===== config.mk =====
export PLATFORM = sky130hd
export DESIGN_NAME = decode_stage_param_flat
export DESIGN_NICKNAME = d
export VERILOG_FILES = /design/src/rtl/decode_stage_param_pkg.sv /design/src/rtl/decode_stage_param_if.sv /design/src/rtl/decode_stage_param_regfile_bypass.sv /design/src/rtl/decode_stage_param.sv /design/src/flat_wrapper.sv
export SDC_FILE = /design/constraint.sdc
export NUM_CORES = 2
export LEC_CHECK = 0
export CORE_ASPECT_RATIO = 1.5
export CORE_MARGIN = 10
export CORE_UTILIZATION = 65
export DETAILED_ROUTE_END_ITERATION = 16
export GPL_ROUTABILITY_DRIVEN = 1
export PLACE_DENSITY = 0.86
export SKIP_CTS_REPAIR_TIMING = 1
export SLEW_MARGIN = 20
export SYNTH_ARGS = -nofsm -noshare
export SYNTH_HDL_FRONTEND = slang
export SYNTH_SLANG_ARGS = --single-unit

===== constraint.sdc =====
create_clock -name clk -period 5.75 [get_ports clk]
set_clock_uncertainty 0.05 [all_clocks]
set_input_delay 1.725 -clock clk [delete_from_list [all_inputs] [get_ports clk]]
set_output_delay 1.725 -clock clk [all_outputs]
set_load 0.01 [all_outputs]

===== src/rtl/decode_stage_param_pkg.sv =====
`default_nettype none
// ============================================================================
// rv_decode_pkg : shared opcode / ALU / result / immediate encodings and decoder
// Revision 1.0
// ============================================================================
package rv_decode_pkg;

    localparam logic [6:0] c_op_load   = 7'b0000011;
    localparam logic [6:0] c_op_store  = 7'b0100011;
    localparam logic [6:0] c_op_rtype  = 7'b0110011;
    localparam logic [6:0] c_op_ialu   = 7'b0010011;
    localparam logic [6:0] c_op_branch = 7'b1100011;
    localparam logic [6:0] c_op_jal    = 7'b1101111;
    localparam logic [6:0] c_op_lui    = 7'b0110111;

    localparam logic [3:0] c_alu_add   = 4'b0000;
    localparam logic [3:0] c_alu_sub   = 4'b0001;
    localparam logic [3:0] c_alu_and   = 4'b0010;
    localparam logic [3:0] c_alu_or    = 4'b0011;
    localparam logic [3:0] c_alu_xor   = 4'b0100;
    localparam logic [3:0] c_alu_slt   = 4'b0101;
    localparam logic [3:0] c_alu_sll   = 4'b0110;
    localparam logic [3:0] c_alu_srl   = 4'b0111;
    localparam logic [3:0] c_alu_sra   = 4'b1000;
    localparam logic [3:0] c_alu_passb = 4'b1001;

    localparam logic [1:0] c_res_alu   = 2'b00;
    localparam logic [1:0] c_res_mem   = 2'b01;
    localparam logic [1:0] c_res_pc4   = 2'b10;

    localparam logic [2:0] c_imm_i     = 3'b000;
    localparam logic [2:0] c_imm_s     = 3'b001;
    localparam logic [2:0] c_imm_b     = 3'b010;
    localparam logic [2:0] c_imm_j     = 3'b011;
    localparam logic [2:0] c_imm_u     = 3'b100;

    typedef struct packed {
        logic       reg_write;
        logic       mem_write;
        logic       branch;
        logic       jump;
        logic       alu_src;
        logic       illegal;
        logic [1:0] result_src;
        logic [3:0] alu_ctrl;
    } ex_ctrl_t;

    function automatic logic [3:0] alu_op(input logic [2:0] funct3, input logic alt,
                                          input logic is_rtype);
        logic [3:0] op;
        case (funct3)
            3'b000:  op = (is_rtype && alt) ? c_alu_sub : c_alu_add;
            3'b001:  op = c_alu_sll;
            3'b100:  op = c_alu_xor;
            3'b101:  op = alt ? c_alu_sra : c_alu_srl;
            3'b110:  op = c_alu_or;
            3'b111:  op = c_alu_and;
            default: op = c_alu_slt;  // 010, and 011 since there is no unsigned compare
        endcase
        return op;
    endfunction

    function automatic ex_ctrl_t decode_ctrl(input logic [31:0] instr);
        ex_ctrl_t c;
        c = '0;
        case (instr[6:0])
            c_op_load: begin
                c.reg_write  = 1'b1;
                c.alu_src    = 1'b1;
                c.result_src = c_res_mem;
                c.alu_ctrl   = c_alu_add;
            end
            c_op_store: begin
                c.mem_write  = 1'b1;
                c.alu_src    = 1'b1;
                c.alu_ctrl   = c_alu_add;
            end
            c_op_rtype: begin
                c.reg_write  = 1'b1;
                c.alu_ctrl   = alu_op(instr[14:12], instr[30], 1'b1);
            end
            c_op_ialu: begin
                c.reg_write  = 1'b1;
                c.alu_src    = 1'b1;
                c.alu_ctrl   = alu_op(instr[14:12], instr[30], 1'b0);
            end
            c_op_branch: begin
                c.branch     = 1'b1;
                c.alu_ctrl   = c_alu_sub;
            end
            c_op_jal: begin
                c.jump       = 1'b1;
                c.reg_write  = 1'b1;
                c.result_src = c_res_pc4;
                c.alu_ctrl   = c_alu_add;
            end
            c_op_lui: begin
                c.reg_write  = 1'b1;
                c.alu_src    = 1'b1;
                c.alu_ctrl   = c_alu_passb;
            end
            default: c.illegal = 1'b1;
        endcase
        return c;
    endfunction

    function automatic logic [2:0] imm_sel(input logic [6:0] opcode);
        logic [2:0] sel;
        case (opcode)
            c_op_store:  sel = c_imm_s;
            c_op_branch: sel = c_imm_b;
            c_op_jal:    sel = c_imm_j;
            c_op_lui:    sel = c_imm_u;
            default:     sel = c_imm_i;
        endcase
        return sel;
    endfunction

endpackage
`default_nettype wire


===== src/rtl/decode_stage_param_if.sv =====
`default_nettype none
// ============================================================================
// decode_stage_param_if : decode-side inputs, writeback port and ID/EX outputs
// Revision 1.0
// ============================================================================
interface decode_stage_param_if #(
    parameter int XLEN = 32,
    parameter int NREG = 32
);
    localparam int AW = $clog2(NREG);

    logic            ValidD;
    logic [31:0]     InstrD;
    logic [XLEN-1:0] PCD;
    logic [XLEN-1:0] PCPlus4D;
    logic            EnE;
    logic            FlushE;
    logic            RegWriteW;
    logic [AW-1:0]   RDW;
    logic [XLEN-1:0] ResultW;

    logic            ValidE;
    logic            IllegalE;
    logic            BranchE;
    logic            JumpE;
    logic            MemWriteE;
    logic            ALUSrcE;
    logic            RegWriteE;
    logic [1:0]      ResultSrcE;
    logic [3:0]      ALUControlE;
    logic [XLEN-1:0] RD1E;
    logic [XLEN-1:0] RD2E;
    logic [XLEN-1:0] ImmExtE;
    logic [XLEN-1:0] PCE;
    logic [XLEN-1:0] PCPlus4E;
    logic [AW-1:0]   Rs1E;
    logic [AW-1:0]   Rs2E;
    logic [AW-1:0]   RdE;
    logic            LoadUseStall;

    modport master (
        output ValidD, InstrD, PCD, PCPlus4D, EnE, FlushE, RegWriteW, RDW, ResultW,
        input  ValidE, IllegalE, BranchE, JumpE, MemWriteE, ALUSrcE, RegWriteE,
               ResultSrcE, ALUControlE, RD1E, RD2E, ImmExtE, PCE, PCPlus4E,
               Rs1E, Rs2E, RdE, LoadUseStall
    );

    modport slave (
        input  ValidD, InstrD, PCD, PCPlus4D, EnE, FlushE, RegWriteW, RDW, ResultW,
        output ValidE, IllegalE, BranchE, JumpE, MemWriteE, ALUSrcE, RegWriteE,
               ResultSrcE, ALUControlE, RD1E, RD2E, ImmExtE, PCE, PCPlus4E,
               Rs1E, Rs2E, RdE, LoadUseStall
    );
endinterface
`default_nettype wire


===== src/rtl/decode_stage_param_regfile_bypass.sv =====
`default_nettype none
// ============================================================================
// regfile_bypass : NREG x XLEN register file, x0 hardwired, write-first reads
// Revision 1.0
// ============================================================================
module regfile_bypass #(
    parameter int XLEN = 32,
    parameter int NREG = 32
) (
    input  logic                    clk,
    input  logic                    rst,
    input  logic                    we_i,
    input  logic [$clog2(NREG)-1:0] waddr_i,
    input  logic [XLEN-1:0]         wdata_i,
    input  logic [$clog2(NREG)-1:0] raddr1_i,
    input  logic [$clog2(NREG)-1:0] raddr2_i,
    output logic [XLEN-1:0]         rdata1_o,
    output logic [XLEN-1:0]         rdata2_o
);
    localparam int AW = $clog2(NREG);

    logic [XLEN-1:0] mem_q [NREG];
    logic            w_wr_en;

    assign w_wr_en = we_i && (waddr_i != '0);

    // Reset wins over a simultaneous writeback
    always_ff @(posedge clk) begin
        if (rst) begin
            for (int i = 0; i < NREG; i++) begin
                mem_q[i] <= '0;
            end
        end else if (w_wr_en) begin
            mem_q[waddr_i] <= wdata_i;
        end
    end

    always_comb begin
        rdata1_o = mem_q[raddr1_i];
        if (raddr1_i == AW'(0)) begin
            rdata1_o = '0;
        end else if (w_wr_en && (waddr_i == raddr1_i)) begin
            rdata1_o = wdata_i;
        end
    end

    always_comb begin
        rdata2_o = mem_q[raddr2_i];
        if (raddr2_i == AW'(0)) begin
            rdata2_o = '0;
        end else if (w_wr_en && (waddr_i == raddr2_i)) begin
            rdata2_o = wdata_i;
        end
    end
endmodule
`default_nettype wire


===== src/rtl/decode_stage_param.sv =====
`default_nettype none
// ============================================================================
// decode_stage_param : RV decode, register read and ID/EX pipeline register
// Revision 1.0
// ============================================================================
module decode_stage_param
    import rv_decode_pkg::*;
#(
    parameter int XLEN = 32,
    parameter int NREG = 32
) (
    input  logic                 clk,
    input  logic                 rst,
    decode_stage_param_if.slave  bus
);
    localparam int AW = $clog2(NREG);

    typedef struct packed {
        logic            valid;
        ex_ctrl_t        ctrl;
        logic [XLEN-1:0] rd1;
        logic [XLEN-1:0] rd2;
        logic [XLEN-1:0] imm;
        logic [XLEN-1:0] pc;
        logic [XLEN-1:0] pc4;
        logic [AW-1:0]   rs1;
        logic [AW-1:0]   rs2;
        logic [AW-1:0]   rd;
    } ex_reg_t;

    ex_reg_t            ex_q;
    ex_reg_t            ex_d;
    ex_ctrl_t           w_ctrl;
    logic [2:0]         w_imm_src;
    logic signed [31:0] w_imm32;
    logic [XLEN-1:0]    w_imm;
    logic [AW-1:0]      w_rs1;
    logic [AW-1:0]      w_rs2;
    logic [AW-1:0]      w_rd;
    logic [XLEN-1:0]    w_rd1;
    logic [XLEN-1:0]    w_rd2;

    assign w_ctrl    = decode_ctrl(bus.InstrD);
    assign w_imm_src = imm_sel(bus.InstrD[6:0]);
    assign w_rs1     = bus.InstrD[15 +: AW];
    assign w_rs2     = bus.InstrD[20 +: AW];
    assign w_rd      = bus.InstrD[7 +: AW];

    // Build a 32-bit signed immediate, then let the cast sign-extend to XLEN
    always_comb begin
        w_imm32 = {{20{bus.InstrD[31]}}, bus.InstrD[31:20]};
        case (w_imm_src)
            c_imm_s: w_imm32 = {{20{bus.InstrD[31]}}, bus.InstrD[31:25], bus.InstrD[11:7]};
            c_imm_b: w_imm32 = {{20{bus.InstrD[31]}}, bus.InstrD[7], bus.InstrD[30:25],
                                bus.InstrD[11:8], 1'b0};
            c_imm_j: w_imm32 = {{12{bus.InstrD[31]}}, bus.InstrD[19:12], bus.InstrD[20],
                                bus.InstrD[30:21], 1'b0};
            c_imm_u: w_imm32 = {bus.InstrD[31:12], 12'h000};
            default: w_imm32 = {{20{bus.InstrD[31]}}, bus.InstrD[31:20]};
        endcase
    end

    assign w_imm = XLEN'(w_imm32);

    regfile_bypass #(
        .XLEN (XLEN),
        .NREG (NREG)
    ) u_regfile (
        .clk      (clk),
        .rst      (rst),
        .we_i     (bus.RegWriteW),
        .waddr_i  (bus.RDW),
        .wdata_i  (bus.ResultW),
        .raddr1_i (w_rs1),
        .raddr2_i (w_rs2),
        .rdata1_o (w_rd1),
        .rdata2_o (w_rd2)
    );

    // Bubble clears only valid/controls; data fields keep whatever they held
    always_comb begin
        ex_d = ex_q;
        if (bus.FlushE || (bus.EnE && !bus.ValidD)) begin
            ex_d.valid = 1'b0;
            ex_d.ctrl  = '0;
        end else if (bus.EnE) begin
            ex_d.valid = 1'b1;
            ex_d.ctrl  = w_ctrl;
            ex_d.rd1   = w_rd1;
            ex_d.rd2   = w_rd2;
            ex_d.imm   = w_imm;
            ex_d.pc    = bus.PCD;
            ex_d.pc4   = bus.PCPlus4D;
            ex_d.rs1   = w_rs1;
            ex_d.rs2   = w_rs2;
            ex_d.rd    = w_rd;
        end
    end

    always_ff @(posedge clk) begin
        if (rst) begin
            ex_q <= '0;
        end else begin
            ex_q <= ex_d;
        end
    end

    assign bus.ValidE      = ex_q.valid;
    assign bus.IllegalE    = ex_q.ctrl.illegal;
    assign bus.BranchE     = ex_q.ctrl.branch;
    assign bus.JumpE       = ex_q.ctrl.jump;
    assign bus.MemWriteE   = ex_q.ctrl.mem_write;
    assign bus.ALUSrcE     = ex_q.ctrl.alu_src;
    assign bus.RegWriteE   = ex_q.ctrl.reg_write;
    assign bus.ResultSrcE  = ex_q.ctrl.result_src;
    assign bus.ALUControlE = ex_q.ctrl.alu_ctrl;
    assign bus.RD1E        = ex_q.rd1;
    assign bus.RD2E        = ex_q.rd2;
    assign bus.ImmExtE     = ex_q.imm;
    assign bus.PCE         = ex_q.pc;
    assign bus.PCPlus4E    = ex_q.pc4;
    assign bus.Rs1E        = ex_q.rs1;
    assign bus.Rs2E        = ex_q.rs2;
    assign bus.RdE         = ex_q.rd;

    assign bus.LoadUseStall = ex_q.valid && (ex_q.ctrl.result_src == c_res_mem) &&
                              (ex_q.rd != AW'(0)) && bus.ValidD &&
                              ((ex_q.rd == w_rs1) || (ex_q.rd == w_rs2));
endmodule
`default_nettype wire


===== src/flat_wrapper.sv =====
// flat-port wrapper written by rule: the top's interface ports become plain ports
module decode_stage_param_flat import rv_decode_pkg::*;
#(
    parameter int XLEN = 32,
    parameter int NREG = 32
)
  (clk, rst, bus_ValidD, bus_InstrD, bus_PCD, bus_PCPlus4D, bus_EnE, bus_FlushE, bus_RegWriteW, bus_RDW, bus_ResultW, bus_ValidE, bus_IllegalE, bus_BranchE, bus_JumpE, bus_MemWriteE, bus_ALUSrcE, bus_RegWriteE, bus_ResultSrcE, bus_ALUControlE, bus_RD1E, bus_RD2E, bus_ImmExtE, bus_PCE, bus_PCPlus4E, bus_Rs1E, bus_Rs2E, bus_RdE, bus_LoadUseStall);
  decode_stage_param_if #(.XLEN(XLEN), .NREG(NREG)) bus_i ();
  input  logic clk;
  input  logic rst;
  input wire logic [$bits(bus_i.ValidD)-1:0] bus_ValidD;
  input wire logic [$bits(bus_i.InstrD)-1:0] bus_InstrD;
  input wire logic [$bits(bus_i.PCD)-1:0] bus_PCD;
  input wire logic [$bits(bus_i.PCPlus4D)-1:0] bus_PCPlus4D;
  input wire logic [$bits(bus_i.EnE)-1:0] bus_EnE;
  input wire logic [$bits(bus_i.FlushE)-1:0] bus_FlushE;
  input wire logic [$bits(bus_i.RegWriteW)-1:0] bus_RegWriteW;
  input wire logic [$bits(bus_i.RDW)-1:0] bus_RDW;
  input wire logic [$bits(bus_i.ResultW)-1:0] bus_ResultW;
  output wire logic [$bits(bus_i.ValidE)-1:0] bus_ValidE;
  output wire logic [$bits(bus_i.IllegalE)-1:0] bus_IllegalE;
  output wire logic [$bits(bus_i.BranchE)-1:0] bus_BranchE;
  output wire logic [$bits(bus_i.JumpE)-1:0] bus_JumpE;
  output wire logic [$bits(bus_i.MemWriteE)-1:0] bus_MemWriteE;
  output wire logic [$bits(bus_i.ALUSrcE)-1:0] bus_ALUSrcE;
  output wire logic [$bits(bus_i.RegWriteE)-1:0] bus_RegWriteE;
  output wire logic [$bits(bus_i.ResultSrcE)-1:0] bus_ResultSrcE;
  output wire logic [$bits(bus_i.ALUControlE)-1:0] bus_ALUControlE;
  output wire logic [$bits(bus_i.RD1E)-1:0] bus_RD1E;
  output wire logic [$bits(bus_i.RD2E)-1:0] bus_RD2E;
  output wire logic [$bits(bus_i.ImmExtE)-1:0] bus_ImmExtE;
  output wire logic [$bits(bus_i.PCE)-1:0] bus_PCE;
  output wire logic [$bits(bus_i.PCPlus4E)-1:0] bus_PCPlus4E;
  output wire logic [$bits(bus_i.Rs1E)-1:0] bus_Rs1E;
  output wire logic [$bits(bus_i.Rs2E)-1:0] bus_Rs2E;
  output wire logic [$bits(bus_i.RdE)-1:0] bus_RdE;
  output wire logic [$bits(bus_i.LoadUseStall)-1:0] bus_LoadUseStall;
  assign bus_i.ValidD = bus_ValidD;
  assign bus_i.InstrD = bus_InstrD;
  assign bus_i.PCD = bus_PCD;
  assign bus_i.PCPlus4D = bus_PCPlus4D;
  assign bus_i.EnE = bus_EnE;
  assign bus_i.FlushE = bus_FlushE;
  assign bus_i.RegWriteW = bus_RegWriteW;
  assign bus_i.RDW = bus_RDW;
  assign bus_i.ResultW = bus_ResultW;
  assign bus_ValidE = bus_i.ValidE;
  assign bus_IllegalE = bus_i.IllegalE;
  assign bus_BranchE = bus_i.BranchE;
  assign bus_JumpE = bus_i.JumpE;
  assign bus_MemWriteE = bus_i.MemWriteE;
  assign bus_ALUSrcE = bus_i.ALUSrcE;
  assign bus_RegWriteE = bus_i.RegWriteE;
  assign bus_ResultSrcE = bus_i.ResultSrcE;
  assign bus_ALUControlE = bus_i.ALUControlE;
  assign bus_RD1E = bus_i.RD1E;
  assign bus_RD2E = bus_i.RD2E;
  assign bus_ImmExtE = bus_i.ImmExtE;
  assign bus_PCE = bus_i.PCE;
  assign bus_PCPlus4E = bus_i.PCPlus4E;
  assign bus_Rs1E = bus_i.Rs1E;
  assign bus_Rs2E = bus_i.Rs2E;
  assign bus_RdE = bus_i.RdE;
  assign bus_LoadUseStall = bus_i.LoadUseStall;
  decode_stage_param #(.XLEN(XLEN), .NREG(NREG)) u_core (.clk(clk), .rst(rst), .bus(bus_i));
endmodule

Word-level counts from Yosys, hierarchy flattened:

Memories as Yosys holds them, arrays and structs flattened.
Cells that the tools add are included.

* RAM bits: 1024
* register bits: 188
* word-level logic and storage cells: 88
* output and inout port bits: 189
* input bits: 139
* memories: 1

Memories
* u_core.u_regfile.mem_q: words 32, width 32, rd ports 2, clocked after Yosys merged registers in 0, wr ports 32, line decode_stage_param_regfile_bypass.sv:22 `logic [XLEN-1:0] mem_q [NREG];`

* bitwise gates (word level): 1
* eq/ne operators: 21
* reductions and logical operators: 22
* muxes and demuxes: 26

Operators with widths (number)
* $mux 32: 5
* $pmux 31 s4: 1
* $pmux 4 s6: 2
* $reduce_or 32->1: 1
* $eq 7x6->1 const B: 3
* $eq 5x5->1: 4
* $pmux 4 s4: 1
* $eq 3x3->1 const B: 5
* $eq 7x7->1 const B: 2
* $mux 1: 13
* $pmux 3 s4: 1
* $logic_not 5->1: 2
* $reduce_bool 5->1: 2
* $logic_and 1x1->1: 8
* $eq 7x2->1 const B: 1
* $eq 7x5->1 const B: 1
* $reduce_or 7->1: 1
* $eq 3x1->1 const B: 2
* $eq 3x2->1 const B: 2
* $mux 5: 1
* $reduce_or 5->1: 1
* $mux 4: 1
* $pmux 2 s2: 1
* $reduce_or 4->1: 1
* other kinds (7): 8

Longest topological paths before layout:

* word-level depth: 7
* gate-level depth with buffers: 9
* mapped depth without buffers: 5

By module:

From an unflattened synthesis, not the netlist that was laid out.

* cells, all modules: 4798
* area, all modules: 62718.9 µm²

Modules (own cells, without submodules)
* regfile_bypass: area an instance 55723.4 µm², instances 1, sequential area each 30749.5 µm², cells an instance 3918
* decode_stage_param: area an instance 6995.5 µm², instances 1, sequential area each 3743.6 µm², cells an instance 880

Least setup slack after synthesis:

Ideal clock, no wire load.

* path type: input port to output port
* from: input bus_InstrD[17]
* to: output bus_LoadUseStall
* arrival time: 3205 ps
* setup slack: 770 ps
* stages: 7
* cells stage by stage: buf_2 buf_2 buf_1 xor2_1 nor3_1 nand3_1 a221oi_1

* cells in the longest elaborated chain, start to end: 3

Ends and longest elaborated chain
* start, declared: line flat_wrapper.sv:12 `input wire logic [$bits(bus_i.InstrD)-1:0] bus_InstrD;`
* $eq 5x5->1: line decode_stage_param.sv:128 `((ex_q.rd == w_rs1) || (ex_q.rd == w_rs2));`
* $logic_or 1x1->1: line decode_stage_param.sv:128
* $logic_and 1x1->1: line decode_stage_param.sv:127 `(ex_q.rd != AW'(0)) && bus.ValidD &&`
* end, declared: line flat_wrapper.sv:37 `output wire logic [$bits(bus_i.LoadUseStall)-1:0] bus_LoadUseStall;`

Every way passes these cells.

Final worst setup path:

* from: input bus_InstrD[23]
* to: output bus_LoadUseStall

Same word-level chain as after synthesis.

==> run metrics <==
Yosys cell types=60; FF-to-FF Start=u_core.u_regfile.mem_q[8][21]$_SDFFCE_PN0P_; area share of the largest cell type after synthesis=0.505; RSZ-0062 raised after global routing=false; multi-input logic area=~25,000 sq um; Synth Area in Simple Gates=0.149; class of the worst hold path=reg2reg; status=completed; Final Slew Violations=0; first-pass GRT wire length=286 mm; share of cells above drive strength 1=0.155; Die Y=395 microns; number of global-route vias before repair=44.4k; Post-synth EDFFs=about 1.0k; post-route clock period utilization=0.937; area share of xor/xnor cells in the synthesized design=0.00288; maximum capacitance violations=0; fmax=0.186 GHz; total gr overflow=0; I/O pin count=328; Worst R2R Path Depth=5; worst vdd ir=0.244 mV; Placed Instances=a little under 6k; Layout Nets=slightly below 5k; Area Overhead vs Synth=13.9%; die width=about 270 microns; DRC viols=0; WL met2=93.6 mm; initial antenna violation count=9; min cycle time layout=5.39 ns; largest family of logic cells by synthesized area=multiplexers; Overall Power=~20,000 uW; mux share of post-synthesis cell area=0.179; worst rel slew slack=0.235; dpl ws=-0.269 ns; filler cell count in the final layout=between 5k and 6k; Die Area=107,000 sq um; final worst setup slack=0.362 ns; async set or reset register ratio after synthesis=0; final cell count without fillers=between 6k and 7k; Setup crit end kind=output pin; Tot GR Track Use=0.365; CTS tree=done; RR Endpoint=u_core.bus.RD1E[21]$_SDFFE_PP0P_; slowest cell delay on critical path=0.46 ns; Compound-Gate Fraction of Synth Area=0.0684; hold path endpoint=u_core.bus.PCPlus4E[5]$_SDFFE_PP0P_; mean post-synth cell area=13.3 sq um; #FFs+latches synth=1,211; CTS buffer count=110; Startpoint Class=primary input; sequential element share of the synthesized area=0.566; setup TNS=0 ns; Met1 Wirelength=62.5 mm; clock sinks=1,211; hold_sp=u_core.bus.PCPlus4E[5]$_SDFFE_PP0P_; num rows=137; area of placed instances=65,700 sq um; latest clock arrival within the worst-skew pair=0.73 ns; post-synth top area cell=edfxtp_1; Worst-Margin Slew=1.14 ns; Routed wire per std cell=32.9 microns; fin area=69,400 sq um; Max FO, Critical Path=2; setup violators final=0; Leakage=0.0248 uW; Vias=44.0k; wire length on met3=~28 mm; Worst Path Required=3.97 ns; Synth Cell Area=60,900 sq um; Synth Flop Type=edfxtp_1; clock-pin slew on the worst setup and hold paths=around 0.060 ns; Routed Antenna Nets=0; CTS root buffer=clkbuf_16; Setup Crit Path Kind=in2out; detailed-router iteration count before antenna repair=6; HPWL after DPL=119 mm; Data arrival, critical path=3.61 ns; Reg area=34,500 sq um; post-synthesis cell count=4,564; RePlAce Congestion=between 0.9 and 1; largest cells by area after synthesis=edfxtp_1 50%, and2_1 10%, mux4_2 9.6%, mux2i_1 8.3%, dfxtp_1 6.1%; Worst path slowest cell=a221oi_4; final hold violation count=0; highest metal used=met5; Pwr per Cell Area=287 nW/um^2; Core Area=a little over 90,000 sq um; Port-buffer cells=327; routed wire length=roughly 200 mm; Hold Path Stages=2; largest net degree at the start of global routing=approximately 130; clock buffer depth=3; Initial DRC Count=7,473; YS warnings=0; crit path cell chain=clkdlybuf4s50_1, xor2_1, nor3_2, nand3_4, a221oi_4, buf_6, dlymetal6s2s_1; vias per cell=about 7.3; reg-to-reg setup timing slack=~3.7 ns; Max H-tree Level=3; adder-cell share of the synthesized area=0; Initial Util=0.654
metal layers:
layer,track usage,up-vias
met5,0,-
li1,-,17500
met2,0.586,4010
met3,0.104,1069
met1,0.423,21400
met4,0.245,12
critical path: cells and delay by family:
family          cells  cell delay, ns
simple gates        2            0.46
buf+inv             3            0.78
xor+xnor            1            0.18
compound gates      1            0.46
layout by cell type (no fill, tap or decap), drive strengths merged, types with 23 or more instances in the layout:
cell,instances
edfxtp,1024
and2,994
mux2i,507
clkdlybuf4s50,302
mux4,260
a22oi,252
dfxtp,187
nand2,181
buf,178
clkbuf,139
o22ai,128
a21oi,94
nor2,76
nor4,66
nand4,65
a221o,63
clkinv,45
nor3,34
or2,33
conb,32
a211oi,23
worst max-delay path by stage:
| stage | end | slack [ns] | start | cells after the start |
|---|---|---|---|---|
| floorplan | bus_LoadUseStall | 0.77 | bus_InstrD[17] | 7 |
| global placement | bus_LoadUseStall | -0.34 | bus_InstrD[24] | 7 |
| detailed placement | bus_LoadUseStall | -0.27 | bus_InstrD[16] | 7 |
| CTS | bus_LoadUseStall | -0.27 | bus_InstrD[16] | 7 |
| global route | bus_LoadUseStall | 0.30 | bus_InstrD[23] | 7 |
| finish | bus_LoadUseStall | 0.36 | bus_InstrD[23] | 7 |
logic make-up (layout without fill, tap and decap cells):
| family | count (synthesis) | count (layout) |
|---|---|---|
| muxes | 767 | 767 |
| AOI/OAI and AO/OA | 582 | 582 |
| other | 1 | 37 |
| DFF | 1211 | 1211 |
| buffers and inverters | 475 | 693 |
| and+or+nand+nor | 1508 | 1508 |
| xor gates and xnor gates | 20 | 20 |
through the flow:
stage	hold slack, ns	utilization
final	0.401	0.746
after global routing	0.425	0.745
after CTS	0.403	0.746
after detailed placement	0.395	0.706
after global placement	0.388	0.706
after floorplan	0.426	-
flip-flops by register name, summed over array words and instances (netlist names):
signal	cells
u_core.bus.Rs2E	5
u_core.bus.Rs1E	5
u_core.bus.PCPlus4E	32
u_core.bus.ImmExtE	32
u_core.bus.RdE	5
u_core.bus.RegWriteE	1
u_core.u_regfile.mem_q	1024
u_core.bus.ALUSrcE	1
u_core.bus.ResultSrcE	1
u_core.bus.IllegalE	1
u_core.bus.RD2E	32
u_core.bus.JumpE	1
u_core.bus.ValidE	1
u_core.bus.MemWriteE	1
u_core.bus.ALUControlE	4
u_core.bus.BranchE	1
u_core.bus.RD1E	32
u_core.bus.PCE	32
area by class of cell:
type	instances	area share
Antenna cell	5	0.000180
Tap cell	1251	0.0226
Clock buffer	139	0.0439
Inverter	4	0.000216
Clock inverter	69	0.00965
Multi-Input combinational cell	2909	0.357
Timing Repair Buffer	481	0.0695
Sequential cell	1211	0.497
synth_stat cells (all sizes together) (4+ instances only):
master,n
xnor2,14
nor2b,4
nand4,65
a21oi,94
mux2i,507
clkbuf,336
edfxtp,1024
nor4b,9
dfxtp,187
nand3b,12
nor4,66
inv,4
nor2,76
a211oi,23
nor4bb,4
a221oi,6
xor2,6
mux4,260
and2,994
nand2,181
o22ai,128
nand3,13
buf,135
a22oi,252
or2,33
nor3,34
a221o,63
report_power, final:
| group | internal (uW) | switching, uW | leakage (uW) | total [uW] |
|---|---|---|---|---|
| Sequential | 9970 | 276 | 0.0113 | 10200 |
| Combinational | 886 | 1270 | 0.0117 | 2150 |
| Clock | 4180 | 3370 | 0.00183 | 7550 |
(Power assumes the default switching activity.)
